<file path="config.mk">
export PLATFORM = sky130hd
export DESIGN_NAME = fetch_decode_flat
export DESIGN_NICKNAME = d
export VERILOG_FILES = /design/src/rtl/fetch_decode_if.sv /design/src/rtl/fetch_decode.sv /design/src/flat_wrapper.sv
export SDC_FILE = /design/constraint.sdc
export NUM_CORES = 1
export LEC_CHECK = 0
export ABC_AREA = 1
export BUFFER_PORTS_ARGS = -buffer_cell sky130_fd_sc_hd__buf_2
export CAP_MARGIN = 20
export CORE_ASPECT_RATIO = 0.75
export CORE_MARGIN = 2
export CORE_UTILIZATION = 48
export DETAILED_ROUTE_END_ITERATION = 10
export PLACE_DENSITY = 0.84
export SETUP_SLACK_MARGIN = 0.4
export SLEW_MARGIN = 20
export SYNTH_ARGS = -nofsm -noshare
export SYNTH_HDL_FRONTEND = slang
export SYNTH_SLANG_ARGS = --single-unit
</file>
<file path="constraint.sdc">
create_clock -name clk -period 3.7 [get_ports clk]
set_clock_uncertainty 0.2 [all_clocks]
set_input_delay 0.555 -clock clk [delete_from_list [all_inputs] [get_ports clk]]
set_output_delay 0.555 -clock clk [all_outputs]
set_load 0.02 [all_outputs]
</file>
<file path="src/rtl/fetch_decode_if.sv">
// Instruction-memory read bus between the fetch front end and memory.
// Address and data widths are MSB indices, matching the core parameters.
interface fetch_decode_if #(
  parameter int ADDR_WIDTH = 31,
  parameter int DATA_WIDTH = 31
);
  logic [ADDR_WIDTH:0] o_read_fetch_addr;
  logic [DATA_WIDTH:0] i_read_fetch_data;

  modport master (
    output o_read_fetch_addr,
    input  i_read_fetch_data
  );

  modport slave (
    input  o_read_fetch_addr,
    output i_read_fetch_data
  );
endinterface

</file>
<file path="src/rtl/fetch_decode.sv">
// RV32I front end: combinational fetch plus one-cycle registered decode.
// o_valid flags whether the previously fetched word is a legal RV32I instruction.
module fetch_decode #(
  parameter int ADDR_WIDTH = 31,
  parameter int DATA_WIDTH = 31
) (
  input  logic        clk,
  input  logic        rst,
  input  logic        clk_en,
  input  logic [31:0] i_pc,
  fetch_decode_if.master bus,
  output logic [31:0] o_instruction,
  output logic        o_valid,
  output logic [6:0]  o_opcode,
  output logic [4:0]  o_rd,
  output logic [4:0]  o_rs1,
  output logic [4:0]  o_rs2,
  output logic [2:0]  o_funct3,
  output logic [6:0]  o_funct7,
  output logic [31:0] o_imm
);

  typedef struct packed {
    logic        valid;
    logic [6:0]  opcode;
    logic [4:0]  rd;
    logic [4:0]  rs1;
    logic [4:0]  rs2;
    logic [2:0]  funct3;
    logic [6:0]  funct7;
    logic [31:0] imm;
  } dec_t;

  localparam logic [6:0] OP_LUI    = 7'b0110111;
  localparam logic [6:0] OP_AUIPC  = 7'b0010111;
  localparam logic [6:0] OP_JAL    = 7'b1101111;
  localparam logic [6:0] OP_JALR   = 7'b1100111;
  localparam logic [6:0] OP_BRANCH = 7'b1100011;
  localparam logic [6:0] OP_LOAD   = 7'b0000011;
  localparam logic [6:0] OP_STORE  = 7'b0100011;
  localparam logic [6:0] OP_IMM    = 7'b0010011;
  localparam logic [6:0] OP_OP     = 7'b0110011;
  localparam logic [6:0] OP_FENCE  = 7'b0001111;
  localparam logic [6:0] OP_SYSTEM = 7'b1110011;

  localparam logic [6:0] F7_ZERO = 7'b0000000;
  localparam logic [6:0] F7_ALT  = 7'b0100000;

  logic [31:0] instr;
  logic [6:0]  opc;
  logic [2:0]  f3;
  logic [6:0]  f7;

  logic is_lui, is_auipc, is_jal, is_jalr;
  logic is_branch, is_load, is_store, is_opimm;
  logic is_op, is_fence, is_system;

  logic fmt_i, fmt_s, fmt_b, fmt_u, fmt_j;

  logic [31:0] imm;
  logic        legal;
  dec_t        dec_d;
  dec_t        dec_q;

  // Fetch path: pure wiring, never gated by clk_en or rst.
  assign bus.o_read_fetch_addr = (ADDR_WIDTH + 1)'(i_pc);
  assign instr = bus.i_read_fetch_data[31:0];
  assign o_instruction = instr;

  assign opc = instr[6:0];
  assign f3  = instr[14:12];
  assign f7  = instr[31:25];

  assign is_lui    = (opc == OP_LUI);
  assign is_auipc  = (opc == OP_AUIPC);
  assign is_jal    = (opc == OP_JAL);
  assign is_jalr   = (opc == OP_JALR);
  assign is_branch = (opc == OP_BRANCH);
  assign is_load   = (opc == OP_LOAD);
  assign is_store  = (opc == OP_STORE);
  assign is_opimm  = (opc == OP_IMM);
  assign is_op     = (opc == OP_OP);
  assign is_fence  = (opc == OP_FENCE);
  assign is_system = (opc == OP_SYSTEM);

  assign fmt_i = is_load | is_opimm
               | is_jalr | is_system;
  assign fmt_s = is_store;
  assign fmt_b = is_branch;
  assign fmt_u = is_lui | is_auipc;
  assign fmt_j = is_jal;

  always_comb begin
    imm = 32'd0;
    unique case (1'b1)
      fmt_i: imm = {{20{instr[31]}},
                    instr[31:20]};
      fmt_s: imm = {{20{instr[31]}},
                    instr[31:25],
                    instr[11:7]};
      fmt_b: imm = {{19{instr[31]}},
                    instr[31],
                    instr[7],
                    instr[30:25],
                    instr[11:8],
                    1'b0};
      fmt_u: imm = {instr[31:12],
                    12'd0};
      fmt_j: imm = {{11{instr[31]}},
                    instr[31],
                    instr[19:12],
                    instr[20],
                    instr[30:21],
                    1'b0};
      default: imm = 32'd0;
    endcase
  end

  // Opcode compares cover instr[1:0]==2'b11 implicitly.
  always_comb begin
    legal = 1'b0;
    unique case (1'b1)
      is_lui, is_auipc, is_jal:
        legal = 1'b1;
      is_jalr:
        legal = (f3 == 3'b000);
      is_branch:
        legal = (f3 != 3'b010)
             && (f3 != 3'b011);
      is_load:
        legal = (f3 == 3'b000)
             || (f3 == 3'b001)
             || (f3 == 3'b010)
             || (f3 == 3'b100)
             || (f3 == 3'b101);
      is_store:
        legal = (f3 == 3'b000)
             || (f3 == 3'b001)
             || (f3 == 3'b010);
      is_opimm: begin
        if (f3 == 3'b001)
          legal = (f7 == F7_ZERO);
        else if (f3 == 3'b101)
          legal = (f7 == F7_ZERO)
               || (f7 == F7_ALT);
        else
          legal = 1'b1;
      end
      is_op:
        legal = (f7 == F7_ZERO)
             || ((f7 == F7_ALT)
              && ((f3 == 3'b000)
               || (f3 == 3'b101)));
      is_fence:
        legal = (f3 == 3'b000);
      is_system:
        legal = (instr == 32'h0000_0073)
             || (instr == 32'h0010_0073);
      default:
        legal = 1'b0;
    endcase
  end

  always_comb begin
    dec_d        = '0;
    dec_d.valid  = legal;
    dec_d.opcode = opc;
    dec_d.rd     = instr[11:7];
    dec_d.rs1    = instr[19:15];
    dec_d.rs2    = instr[24:20];
    dec_d.funct3 = f3;
    dec_d.funct7 = f7;
    dec_d.imm    = imm;
  end

  always_ff @(posedge clk) begin
    if (rst)
      dec_q <= '0;
    else if (clk_en)
      dec_q <= dec_d;
  end

  assign o_valid  = dec_q.valid;
  assign o_opcode = dec_q.opcode;
  assign o_rd     = dec_q.rd;
  assign o_rs1    = dec_q.rs1;
  assign o_rs2    = dec_q.rs2;
  assign o_funct3 = dec_q.funct3;
  assign o_funct7 = dec_q.funct7;
  assign o_imm    = dec_q.imm;

endmodule

</file>
<file path="src/flat_wrapper.sv">
// flat-port wrapper written by rule: the top's interface ports become plain ports
module fetch_decode_flat 
#(
  parameter int ADDR_WIDTH = 31,
  parameter int DATA_WIDTH = 31
)
  (clk, rst, clk_en, i_pc, o_instruction, o_valid, o_opcode, o_rd, o_rs1, o_rs2, o_funct3, o_funct7, o_imm, bus_o_read_fetch_addr, bus_i_read_fetch_data);
  fetch_decode_if #(.ADDR_WIDTH(ADDR_WIDTH), .DATA_WIDTH(DATA_WIDTH)) bus_i ();
  input  logic clk;
  input  logic rst;
  input  logic clk_en;
  input  logic [31:0] i_pc;
  output logic [31:0] o_instruction;
  output logic o_valid;
  output logic [6:0] o_opcode;
  output logic [4:0] o_rd;
  output logic [4:0] o_rs1;
  output logic [4:0] o_rs2;
  output logic [2:0] o_funct3;
  output logic [6:0] o_funct7;
  output logic [31:0] o_imm;
  output wire logic [$bits(bus_i.o_read_fetch_addr)-1:0] bus_o_read_fetch_addr;
  input wire logic [$bits(bus_i.i_read_fetch_data)-1:0] bus_i_read_fetch_data;
  assign bus_o_read_fetch_addr = bus_i.o_read_fetch_addr;
  assign bus_i.i_read_fetch_data = bus_i_read_fetch_data;
  fetch_decode #(.ADDR_WIDTH(ADDR_WIDTH), .DATA_WIDTH(DATA_WIDTH)) u_core (.clk(clk), .rst(rst), .clk_en(clk_en), .i_pc(i_pc), .bus(bus_i), .o_instruction(o_instruction), .o_valid(o_valid), .o_opcode(o_opcode), .o_rd(o_rd), .o_rs1(o_rs1), .o_rs2(o_rs2), .o_funct3(o_funct3), .o_funct7(o_funct7), .o_imm(o_imm));
endmodule
</file>
# [After elaboration in Yosys (flattened, before gate mapping)]
# Cells that the tools add are included.
[word_totals] in_bits=67 register_bits=65
[op_classes] bitwise=4 n_reduce_logical=14 n_eq_ne=20 muxes=4
[ops] cell="$pmux W32 S5" n=1
[ops] cell="$eq A32 B21 Y1 const B" n=1
[ops] cell="$eq A32 B7 Y1 const B" n=1
[ops] cell="$eq A7 B6 Y1 const B" n=4
[ops] cell="$eq A7 B7 Y1 const B" n=4
[ops] cell="$eq A7 B5 Y1 const B" n=2
[ops] cell="$logic_or A1 B1 Y1" n=8
[ops] cell="$pmux W1 S8" n=1
[ops] cell="$eq A7 B2 Y1 const B" n=1
[ops] cell="$eq A7 B4 Y1 const B" n=1
[ops] cell="$logic_not A7 Y1" n=1
[ops] cell="$eq A3 B3 Y1 const B" n=2
[ops] cell="$ne A3 B2 Y1 const B" n=2
[ops] cell="$or A1 B1 Y1" n=4
[ops] cell="$eq A3 B1 Y1 const B" n=1
[ops] cell="$eq A3 B2 Y1 const B" n=1
[ops] cell="$logic_not A3 Y1" n=1
[ops] cell="$reduce_or A3 Y1" n=1
[ops] cell="$logic_and A1 B1 Y1" n=2
[ops] cell="$mux W1" n=2
[ops] cell="$reduce_or A2 Y1" n=1

# [Logic depth before layout (Yosys ltp)]
[depth] word_depth=6 depth_mapped=13 mapped_depth_nobuf=12

# [Worst setup path before layout]
# OpenSTA, ideal clock, no wires.
[synth_path] kind="input to register" startpoint="input bus_i_read_fetch_data[1]" endpoint="register u_core.dec_q, in the netlist u_core.o_imm[21]" slack_ps=1810 t_arrival_ps=1558 t_required_ps=3368 setup_ps=132 path_buffers=1 cell_stages=13 path_cell_list="nand2_1 > inv_1 > nand2_2 > inv_1 > nand2_1 > nand3_2 > inv_2 > nand2_4 > nand2_4 > buf_6 > nand2_1 > nand2_1 > a21oi_1"
[synth_between] elab_chain_len=5
[synth_rtl] element="start: declaration" line="flat_wrapper.sv:23" text="input wire logic [$bits(bus_i.i_read_fetch_data)-1:0] bus_i_read_fetch_data;"
[synth_rtl] element="$eq A7 B2 Y1 / $eq A7 B5 Y1 (equally long branches)" line="fetch_decode.sv:79, fetch_decode.sv:81"
[synth_rtl] element="$or A1 B1 Y1" line="fetch_decode.sv:86" text="assign fmt_i = is_load | is_opimm"
[synth_rtl] element="$or A1 B1 Y1 (2 in a row)" line="fetch_decode.sv:87" text="| is_jalr | is_system;"
[synth_rtl] element="$pmux W32 S5 *" line="fetch_decode.sv:95" text="unique case (1'b1)"
[synth_rtl] element="end signal: assignment" line="fetch_decode.sv:178" text="dec_q <= '0;"
[synth_rtl] element="end signal: assignment" line="fetch_decode.sv:180" text="dec_q <= dec_d;"
[synth_rtl] element="end: declaration" line="fetch_decode.sv:63" text="dec_t dec_q;"
# Mark *: on every way between the ends. The rest lies on a longest branch, timed or not.
# A chain may end at the register's enable or synchronous reset.

# [Worst setup path in the final report]
[layout_path] startpoint="input bus_i_read_fetch_data[4]" endpoint="register u_core.dec_q, in the netlist u_core.o_valid"
[layout_between] elab_chain_len=3
[layout_rtl] element="$eq A32 B7 Y1, or another cell as far along" line="fetch_decode.sv:157" text="legal = (instr == 32'h0000_0073)"
[layout_rtl] element="$logic_or A1 B1 Y1, or another cell as far along" line="fetch_decode.sv:158" text="|| (instr == 32'h0010_0073);"
[layout_rtl] element="$pmux W1 S8 *" line="fetch_decode.sv:122" text="unique case (1'b1)"
# Marked as above.

==> metrics.txt <==
outcome=complete, no violations; Final #Nets=630; Die Y=77.3 um; Final Power=1.53 mW; critical path's slowest cell=nor2_1; GRT Util Overall=22.2%; slowest stage delay, CP=0.38 ns; critical path peak fanout=10; unrepaired setup endpoints after global routing=no; Root Buffer=clkbuf_8; share of cells above drive strength 1=28.5%; Initial Util=50.1%; Iteration-0 DRC Markers=164; asr flop ratio synth=0%; Post-Syn Nets=573; Fill cells=718; Lkg Pwr=1.97 nW; Worst R2R Path Depth=2; clk_lat worst skew=0.34 ns; Crit Path Class=input port to register; reg-to-reg setup timing slack=2.78 ns; Worst setup EP type=register; storage element area=1300 sq um; CP startpoint kind=input port; number of global-route vias before repair=2933; sequential area share after synthesis=37.8%; gr ovfl total=0; post_cts resized=0; Final Hold Fails=0; number of max-cap violations=0; Most Frequent Cell on Critical Path=nand2_1; measured slew at the worst slew-check pin=0.908 ns; setup TNS=0 ns; Critical Path Source=bus_i_read_fetch_data[4]; Rows=26; Vias/cell=5.04; worst setup path end=u_core.o_valid$_SDFFE_PP0P_; first drt pass iteration count=5; first-pass GRT wire length=13800 um; Setup WS pre-CTS=1.40 ns; reg-to-reg endpoint=u_core.o_rs1[4]$_SDFFE_PP0P_; clock tree from TritonCTS=yes; post-CTS setup buffer count=0; Mapped Area=3440 sq um; Remaining DRCs=0; most frequent cells in the layout=157 x nand2_1, 130 x buf_2, 65 x dfxtp_1, 47 x a21oi_1, 43 x nor2_1; wirelength, routed=8800 um; PwrDens=398 nW/um^2; Setup violations, final=0; antenna violations before repair=0; Area after DPL=3650 sq um; pin count of the biggest net entering global routing=83; multi-input logic area=1410 sq um; Req. time, crit path=3.78 ns; # hold bufs at CTS=0; htree depth=3; clock sink count=65; PnR worst setup slack=1.69 ns; Slew Limit Headroom=39.4%; area delta synth->final=11.6%; Cell variety after synth=24; ANT nets after route=0; fin crit share=54.3%; design area=3840 sq um; YS warnings=0; crit-path cells=buf_2, inv_1, nor2_1, nand2_1, nand2_2, nor2_1, nand2_1, nor2_1, nand2_1, nand2_1, a21oi_1; Worst VDD drop=0.000262 V; Max Root-Sink Buffers=2; clk slew on worst S/H paths=0.07 ns; Hold Path Class=register to register; die area=7870 sq um; max-slew violations=0; predominant post-synthesis flop cell=dfxtp_1; Final Hold Slack=0.262 ns; wire length per cell=13.2 um; final RePlAce weighted congestion=0.874; R2R Path Start=u_core.o_rs1[4]$_SDFFE_PP0P_; achievable clock frequency=0.498 GHz; commonest non-fill, non-tap cell in the layout=nand2_1; Vias=3359; hpwl dp=6320 um; number of diodes=0; Ports=196; register bit total from synthesis=65; Port-buffer cells=131; arrival time worst endpoint=2.08 ns; Syn Inst Count=506; total core area=6860 sq um; Final min period=2.01 ns; Die X=102 um; Post-synth EDFFs=0; Avg Inst Size Synth=6.80 sq um; total CTS buffers=9
per-stage QoR:
stage	utilization [%]	std cells
after floorplan	-	506
after global placement	53.2	650
after detailed placement	53.2	650
after CTS	55.9	666
after global routing	55.9	666
final	55.9	666
critical path, delay by kind of cell:
family          cells  cell delay [ns]
buf+inv             2             0.18
compound gates      1             0.14
simple gates        8             1.20
state kept, by name, indices dropped and copies added, names as in the netlist:
name and flops:
u_core.o_funct7 7, u_core.o_funct3 3, u_core.o_rs1 5, u_core.o_valid 1, u_core.o_rd 5, u_core.o_opcode 7, u_core.o_rs2 5, u_core.o_imm 32
kinds of logic after synthesis:
family | Yosys count | share of synthesized area (%)
and+or+nand+nor | 233 | 27.8
buffers and inverters | 127 | 21.2
AOI/OAI and AO/OA | 81 | 13.2
DFF | 65 | 37.8
cells in the mapped netlist, types with 4 or more instances:
master / number / share of area, %
buf_4: 64 / 14
nand2_1: 157 / 17
clkbuf_1: 18 / 2.0
dfxtp_1: 65 / 38
inv_1: 37 / 4.0
o21ai_0: 14 / 2.0
nor2_1: 43 / 4.7
nand3_1: 18 / 2.6
a211oi_1: 18 / 3.9
nand2_2: 4 / 0.73
a21oi_1: 47 / 6.8
power by group:
part	total [mW]	leakage (nW)	internal [mW]	switching, mW
combinational	0.236	1.35	0.0705	0.166
clock	0.553	0.0887	0.262	0.291
sequential	0.737	0.531	0.725	0.0123
total	1.53	1.97	1.06	0.470
metal layers:
layer	vias to the layer above	GRT usage (%)	routed length, um
met2	168	36.1	4120
met4	0	5.95	112
met3	19	7.29	831
met1	1523	28.1	3740
li1	1649	-	-
met5	-	0	0
layout make-up:
class	instances	share of cell area [%]
multi-input cells	314	36.7
flip-flops and latches	65	33.9
repair buffers	133	17.5
inverters	40	3.91
clock buffers	10	3.59
well taps	98	3.20
clock inverters	6	1.11
how the worst min path moves through the flow:
stage / to / from / depth (start not counted) / slack (ns)
floorplan: u_core.o_funct7[0]$_SDFFE_PP0P_ / u_core.o_funct7[0]$_SDFFE_PP0P_ / 2 / 0.34
global placement: u_core.o_rs1[2]$_SDFFE_PP0P_ / u_core.o_rs1[2]$_SDFFE_PP0P_ / 2 / 0.25
detailed placement: u_core.o_funct7[1]$_SDFFE_PP0P_ / u_core.o_funct7[1]$_SDFFE_PP0P_ / 2 / 0.25
CTS: u_core.o_funct7[1]$_SDFFE_PP0P_ / u_core.o_funct7[1]$_SDFFE_PP0P_ / 2 / 0.26
global route: u_core.o_rs1[2]$_SDFFE_PP0P_ / bus_i_read_fetch_data[17] / 3 / 0.27
finish: u_core.o_funct7[1]$_SDFFE_PP0P_ / u_core.o_funct7[1]$_SDFFE_PP0P_ / 2 / 0.26
Note: power is estimated with default switching activity, not from simulation.
